===== config.mk =====
export PLATFORM = sky130hd
export DESIGN_NAME = alu_commit
export DESIGN_NICKNAME = d
export VERILOG_FILES = /design/src/rtl/alu_commit.sv
export SDC_FILE = /design/constraint.sdc
export NUM_CORES = 1
export LEC_CHECK = 0
export BUFFER_PORTS_ARGS = -buffer_cell sky130_fd_sc_hd__buf_2
export CAP_MARGIN = 20
export CORE_MARGIN = 2
export CORE_UTILIZATION = 35
export DETAILED_ROUTE_END_ITERATION = 8
export PLACE_DENSITY = 0.6
export SETUP_SLACK_MARGIN = 0.05
export SYNTH_ARGS = -nofsm -noshare
export SYNTH_HDL_FRONTEND = slang
export SYNTH_SLANG_ARGS = --single-unit

===== constraint.sdc =====
create_clock -name clk -period 2.4 [get_ports clk]
set_clock_uncertainty 0.2 [all_clocks]
set_input_delay 0.36 -clock clk [delete_from_list [all_inputs] [get_ports clk]]
set_output_delay 0.36 -clock clk [all_outputs]
set_load 0.02 [all_outputs]

===== src/rtl/alu_commit.sv =====
// Commit stage: owns accum and Z/C/GIE flags, drives the register-file write port, squashes after a taken skip.
// Optional FLAG_SHADOW_EN adds irq_enter/irq_return with a shadow copy of {accum, z, c}.
module alu_commit #(
    parameter int DATA_W = 8,
    parameter int ADDR_W = 8
) (
    input  logic              clk,
    input  logic              reset,
    input  logic              in_valid,
    output logic              in_ready,
    input  logic [DATA_W-1:0] result,
    input  logic [ADDR_W-1:0] dest_addr,
    input  logic              accum_write,
    input  logic              reg_write,
    input  logic              z_write,
    input  logic              zout,
    input  logic              c_write,
    input  logic              cout,
    input  logic              gie_write,
    input  logic              gieout,
    input  logic              skip,
    output logic              rf_wen,
    output logic [ADDR_W-1:0] rf_waddr,
    output logic [DATA_W-1:0] rf_wdata,
    input  logic              rf_ack,
    output logic [DATA_W-1:0] accum,
    output logic              z_flag,
    output logic              c_flag,
    output logic              gie,
`ifdef FLAG_SHADOW_EN
    input  logic              irq_enter,
    input  logic              irq_return,
`endif
    output logic              squash
);

    typedef enum logic {RUN, WAIT_RF} state_t;

    state_t            state_q, state_d;
    logic [DATA_W-1:0] accum_q, accum_d;
    logic              z_q, z_d, c_q, c_d, gie_q, gie_d;
    logic              skip_pending_q, skip_pending_d;
    logic              rf_wen_q, rf_wen_d;
    logic [ADDR_W-1:0] rf_waddr_q, rf_waddr_d;
    logic [DATA_W-1:0] rf_wdata_q, rf_wdata_d;
    logic              squash_q, squash_d;
    logic              accept;

`ifdef FLAG_SHADOW_EN
    logic [DATA_W-1:0] s_accum_q, s_accum_d;
    logic              s_z_q, s_z_d, s_c_q, s_c_d;

    assign in_ready = (state_q == RUN) && !irq_enter && !irq_return;
`else
    assign in_ready = (state_q == RUN);
`endif

    assign accept = in_valid && in_ready;

    always_comb begin
        state_d        = state_q;
        accum_d        = accum_q;
        z_d            = z_q;
        c_d            = c_q;
        gie_d          = gie_q;
        skip_pending_d = skip_pending_q;
        rf_wen_d       = rf_wen_q;
        rf_waddr_d     = rf_waddr_q;
        rf_wdata_d     = rf_wdata_q;
        squash_d       = 1'b0;
`ifdef FLAG_SHADOW_EN
        s_accum_d      = s_accum_q;
        s_z_d          = s_z_q;
        s_c_d          = s_c_q;
`endif
        if (state_q == RUN) begin
`ifdef FLAG_SHADOW_EN
            // Interrupt strobes hold off acceptance, so they never coincide with a commit.
            if (irq_enter) begin
                s_accum_d      = accum_q;
                s_z_d          = z_q;
                s_c_d          = c_q;
                gie_d          = 1'b0;
                skip_pending_d = 1'b0;
            end else if (irq_return) begin
                accum_d = s_accum_q;
                z_d     = s_z_q;
                c_d     = s_c_q;
                gie_d   = 1'b1;
            end else
`endif
            if (accept) begin
                if (skip_pending_q) begin
                    // Discarded instruction: its own skip is ignored too.
                    skip_pending_d = 1'b0;
                    squash_d       = 1'b1;
                end else begin
                    if (accum_write) accum_d = result;
                    if (z_write)     z_d     = zout;
                    if (c_write)     c_d     = cout;
                    if (gie_write)   gie_d   = gieout;
                    skip_pending_d = skip;
                    if (reg_write) begin
                        rf_wen_d   = 1'b1;
                        rf_waddr_d = dest_addr;
                        rf_wdata_d = result;
                        state_d    = WAIT_RF;
                    end
                end
            end
        end else if (rf_ack) begin
            rf_wen_d = 1'b0;
            state_d  = RUN;
        end
    end

    // NOTE: state uses non-blocking assignments only; next-state values come from always_comb.
    always_ff @(posedge clk or posedge reset) begin
        if (reset) begin
            state_q        <= RUN;
            accum_q        <= '0;
            z_q            <= 1'b0;
            c_q            <= 1'b0;
            gie_q          <= 1'b0;
            skip_pending_q <= 1'b0;
            rf_wen_q       <= 1'b0;
            rf_waddr_q     <= '0;
            rf_wdata_q     <= '0;
            squash_q       <= 1'b0;
`ifdef FLAG_SHADOW_EN
            s_accum_q      <= '0;
            s_z_q          <= 1'b0;
            s_c_q          <= 1'b0;
`endif
        end else begin
            state_q        <= state_d;
            accum_q        <= accum_d;
            z_q            <= z_d;
            c_q            <= c_d;
            gie_q          <= gie_d;
            skip_pending_q <= skip_pending_d;
            rf_wen_q       <= rf_wen_d;
            rf_waddr_q     <= rf_waddr_d;
            rf_wdata_q     <= rf_wdata_d;
            squash_q       <= squash_d;
`ifdef FLAG_SHADOW_EN
            s_accum_q      <= s_accum_d;
            s_z_q          <= s_z_d;
            s_c_q          <= s_c_d;
`endif
        end
    end

    assign rf_wen   = rf_wen_q;
    assign rf_waddr = rf_waddr_q;
    assign rf_wdata = rf_wdata_q;
    assign accum    = accum_q;
    assign z_flag   = z_q;
    assign c_flag   = c_q;
    assign gie      = gie_q;
    assign squash   = squash_q;

endmodule


---- Word-level counts from Yosys, hierarchy flattened ----
Index checks and enable logic that the tools add are counted.
cells by class
  magnitude comparators ................... 0
  equal/unequal tests ..................... 2
  multiplexer cells ....................... 14
  reductions and logical operators ........ 10
  bitwise logic cells ..................... 2
  shift operators ......................... 0
  multiply operators ...................... 0
  $add $sub $neg .......................... 0
  divide/modulo/power cells ............... 0
operators by type and width
  kind                                           count
  4-bit AND reduction                            6
  1-bit 2-to-1 mux                               14
  2-bit inequality test (second input constant)  2
  2-bit nonzero test                             2
  1-bit NOT                                      2
  2-bit AND reduction                            1
  1-bit logical AND                              1
storage, ports and cells
  bits of input ports ..................... 29
  flip-flop bits (word level) ............. 31
  memories ................................ 0
  latch bits .............................. 0
  output and inout bits ................... 30
  bits in read-only memories .............. 0
  bits in writable memories ............... 0

---- Depth between registers and ports, before layout ----
  word-level depth ........................ 4
  gate-level depth with buffers ........... 4
  mapped depth without buffers ............ 2

---- Worst setup path before layout ----
No wires, ideal clock.
  path type ............................... reg2reg
  start ................................... register skip_pending_q
  end ..................................... register rf_waddr_q[0] (netlist: rf_waddr[0])
  stages on the path, launching flop included .. 5
  data required time ...................... 2.075 ns
  path buffers ............................ 2
  period minus slack after synthesis ...... 1.636 ns
  path slack .............................. 0.764 ns
  data arrival time ....................... 1.311 ns
  setup time .............................. 0.125 ns
  path through ............................ dfrtp_1 -> nor4bb_1 -> buf_4 -> buf_12 -> mux2_4
between the ends
  longest elaborated chain between the ends .. 2
ends and longest elaborated chain
  element                               line  text
  from (decl)                           42    logic skip_pending_q, skip_pending_d;
  from (signal assigned)                141   skip_pending_q <= skip_pending_d;
  1-bit NOT (no source line)            -
  4-bit AND reduction (no source line)  -
  to (signal assigned)                  143   rf_waddr_q <= rf_waddr_d;
  to (decl)                             44    logic [ADDR_W-1:0] rf_waddr_q, rf_waddr_d;
Every way passes these cells.
A chain may end at the register's enable or synchronous reset.

---- Final worst setup path ----
  start ................................... register skip_pending_q
  end ..................................... register rf_wdata_q[5] (netlist: rf_wdata[5])
between the ends
  longest elaborated chain between the ends .. 2
ends and longest elaborated chain
  element                               line  text
  1-bit NOT (no source line)            -
  4-bit AND reduction (no source line)  -
  to (signal assigned)                  144   rf_wdata_q <= rf_wdata_d;
  to (decl)                             45    logic [DATA_W-1:0] rf_wdata_q, rf_wdata_d;
Every way passes these cells.

==> metrics.md <==
| Metric | Value |
|---|---|
| Pwr dens | 1310 nW/um^2 |
| Die height | 63.8 um |
| Complex-gate fraction of the synthesized area | 0.0120 |
| Fin area | 1710 sq um |
| Tot Pwr | 2240 uW |
| Nets | 172 |
| Syn nets | 104 |
| Vias/cell | 4.56 |
| Startpoint Class | flip-flop |
| Number of buffers created by CTS | 5 |
| Initial DRC Count | 6 |
| Post-DRT Antenna Nets | 0 |
| Final setup vio count | 0 |
| Via count | 866 |
| RSZ-0062 raised after global routing | no |
| Number of global-route vias before repair | 913 |
| Gate power share | 0.436 |
| Netlist cell types | 15 |
| Max VDD drop | 0.459 mV |
| Leak Pwr | 0.000847 uW |
| Seq pwr share | 0.411 |
| Outcome | finished clean |
| Starting Density | 0.370 |
| # diodes | 0 |
| First-pass GRT wire length | 4.23 mm |
| Core Area | 3390 sq um |
| Post-cts resize count | 0 |
| Rows | 21 |
| Synthesized cell area | 1250 sq um |
| Most common cell after layout, fill and taps aside | buf_2 |
| I/O Buffers | 58 |
| Relative slew slack | 0.736 |
| Xor-xnor portion of the synthesized cell area | 0 |
| Die W | 63.8 um |
| FF+latch area | 776 sq um |
| Share of post-route cells with drive strength above 1 | 0.688 |
| Dpl hpwl | 1.81 mm |
| Global-route usage over all layers | 0.137 |
| Setup crit end kind | flip-flop |
| GR Overflow Total | 0 |
| Max-capacitance violation count | 0 |
| Clock tree buffer depth | 2 |
| Final Hold Viols | 0 |
| Cells after Synth | 75 |
| Worst Path Class, Setup | reg -> reg |
| Dpl cell area | 1620 sq um |
| Largest family of logic cells by synthesized area | multiplexers |
| Multi-input logic area | 458 sq um |
| Mux share of post-synthesis cell area | 0.276 |
| Dominant cell type by area after synthesis | dfrtp_1 |
| Internal power | 1400 uW |
| Clock Sink Count | 31 |
| Drt wl/cell | 13.1 um |
| Worst EP required | 2.42 ns |
| Worst-path clk slew | 0.10 ns |
| Placer Congestion | 0.648 |
| Largest cells by area after synthesis | dfrtp_1 (62%), mux2_2 (17%), mux2_4 (9.6%) |
| Pre-Repair DR Iteration Count | 3 |
| Slew Limit Fails | 0 |
| Avg Inst Size Synth | 16.7 sq um |
| Total wire length | 2.50 mm |
| Area grow syn2layout | 36.4% |
| Switching power total | 837 uW |
| Min Tclk post-route | 1.73 ns |
| Max Fanout on Critical Path | 11 |
| Switch share | 0.374 |
| H-tree Lvls | 2 |
| Register bit count reported by yosys | 31 |
| IO Pins | 59 |
| WP data arrival | 1.74 ns |
| Initial antenna violation count | 0 |
| Die Area | 4070 sq um |
| Largest net degree at the start of global routing | 32 |
| Post-Synth Simple-Gate Area | 0.0609 |
| F_max | 579 MHz |
| Clock power frac | 0.154 |
| Synth Area in Adders | 0 |
| Yosys warning count | 0 |
| Seq/Total Area, Yosys | 0.619 |
| Synth top area share | 0.619 |
| Clk root buf | clkbuf_4 |
| CTS tree | yes |
| Final routed DRC violation total | 0 |
| # fillers | 317 |
| Clk Latency, worst-skew pair | 0.32 ns |
| HP Class | in -> reg |
| Tcrit/Tclk final | 0.719 |
| Most frequent cells in the layout | buf_2 (58), dfrtp_1 (31), mux2_2 (19) |
| Setup TNS | 0 ns |
| Worst Tran Pin Value | 0.395 ns |
-- cells in the mapped netlist --
cell type   n
mux2_1      1
and2b_1     1
inv_1       2
nor4bb_1    5
buf_4       1
mux2_2     19
buf_12      1
nor2b_1     1
a21boi_0    1
mux2_4      8
and2_1      1
dfrtp_1    31
buf_2       1
o21bai_1    1
or2_2       1
-- cell families after synthesis --
| kind of cell | after synthesis |
|---|---|
| flip-flops | 31 |
| multiplexers | 28 |
| AND/OR/NAND/NOR | 9 |
| buffers and inverters | 5 |
| AO/OA/AOI/OAI | 2 |
-- flip-flops by register name, indices dropped and copies added (netlist names) --
register	count
c_flag	1
z_flag	1
accum	8
rf_wen	1
rf_waddr	8
squash	1
skip_pending_q	1
rf_wdata	8
state_q	1
gie	1
-- path summary, 6_finish.rpt --
kind	startpoint	end	slack [ns]	cells past startpoint
hold reg to reg	accum[0]$_DFFE_PP0P_	accum[0]$_DFFE_PP0P_	0.29	1
setup reg to reg	skip_pending_q$_DFFE_PP0P_	rf_wdata[5]$_DFFE_PP0P_	0.67	3
max in group asynchronous	reset	accum[5]$_DFFE_PP0P_	1.26	4
min in group asynchronous	reset	rf_waddr[3]$_DFFE_PP0P_	0.45	4
setup / recovery	skip_pending_q$_DFFE_PP0P_	rf_wdata[5]$_DFFE_PP0P_	0.67	3
hold / removal	dest_addr[6]	rf_waddr[6]$_DFFE_PP0P_	0.06	2
-- critical path, stage by stage (launching register included) --
cell,delay [ns]
dfrtp_1,0.48
nor4bb_4,0.32
buf_4,0.26
mux2_2,0.35
-- layer usage --
| layer | GRT usage | part of all wire | vias up |
|---|---|---|---|
| met5 | 0 | 0 | - |
| met3 | 0.0528 | 0.085 | 3 |
| met1 | 0.163 | 0.41 | 425 |
| li1 | - | - | 400 |
| met2 | 0.217 | 0.49 | 38 |
| met4 | 0.0652 | 0.012 | 0 |
-- power by group through the flow --
| stage | combinational (uW) | clock (uW) | sequential (uW) |
|---|---|---|---|
| 6_report | 976 | 344 | 919 |
| 5_1_grt | 1050 | 384 | 960 |
| 4_1_cts | 989 | 356 | 926 |
| 3_5_place_dp | 984 | 0 | 931 |
| 3_3_place_gp | 975 | 0 | 919 |
| 2_1_floorplan | 347 | 0 | 1230 |
-- cell type report --
| class | count | area share |
|---|---|---|
| sequential | 31 | 0.454 |
| multi-input combinational | 39 | 0.268 |
| inverter | 2 | 0.00440 |
| clock buffer | 8 | 0.0403 |
| tap | 46 | 0.0337 |
| timing repair buffer | 64 | 0.199 |
-- through the flow --
stage	hold slack (ns)	instances	utilization	setup slack, ns
after CTS	0.00178	189	0.501	0.666
final	0.0598	190	0.504	0.673
after detailed placement	0.264	180	0.478	0.681
after global routing	0.0307	190	0.504	0.611
after floorplan	0.245	75	-	0.764
after global placement	0.255	180	0.478	0.693
-- timing repair --
action                    CTS  global route
hold buffers                1             1
hold endpoints to repair   31             1
buffers inserted            0             0
Note: power is estimated with default switching activity, not from simulation.
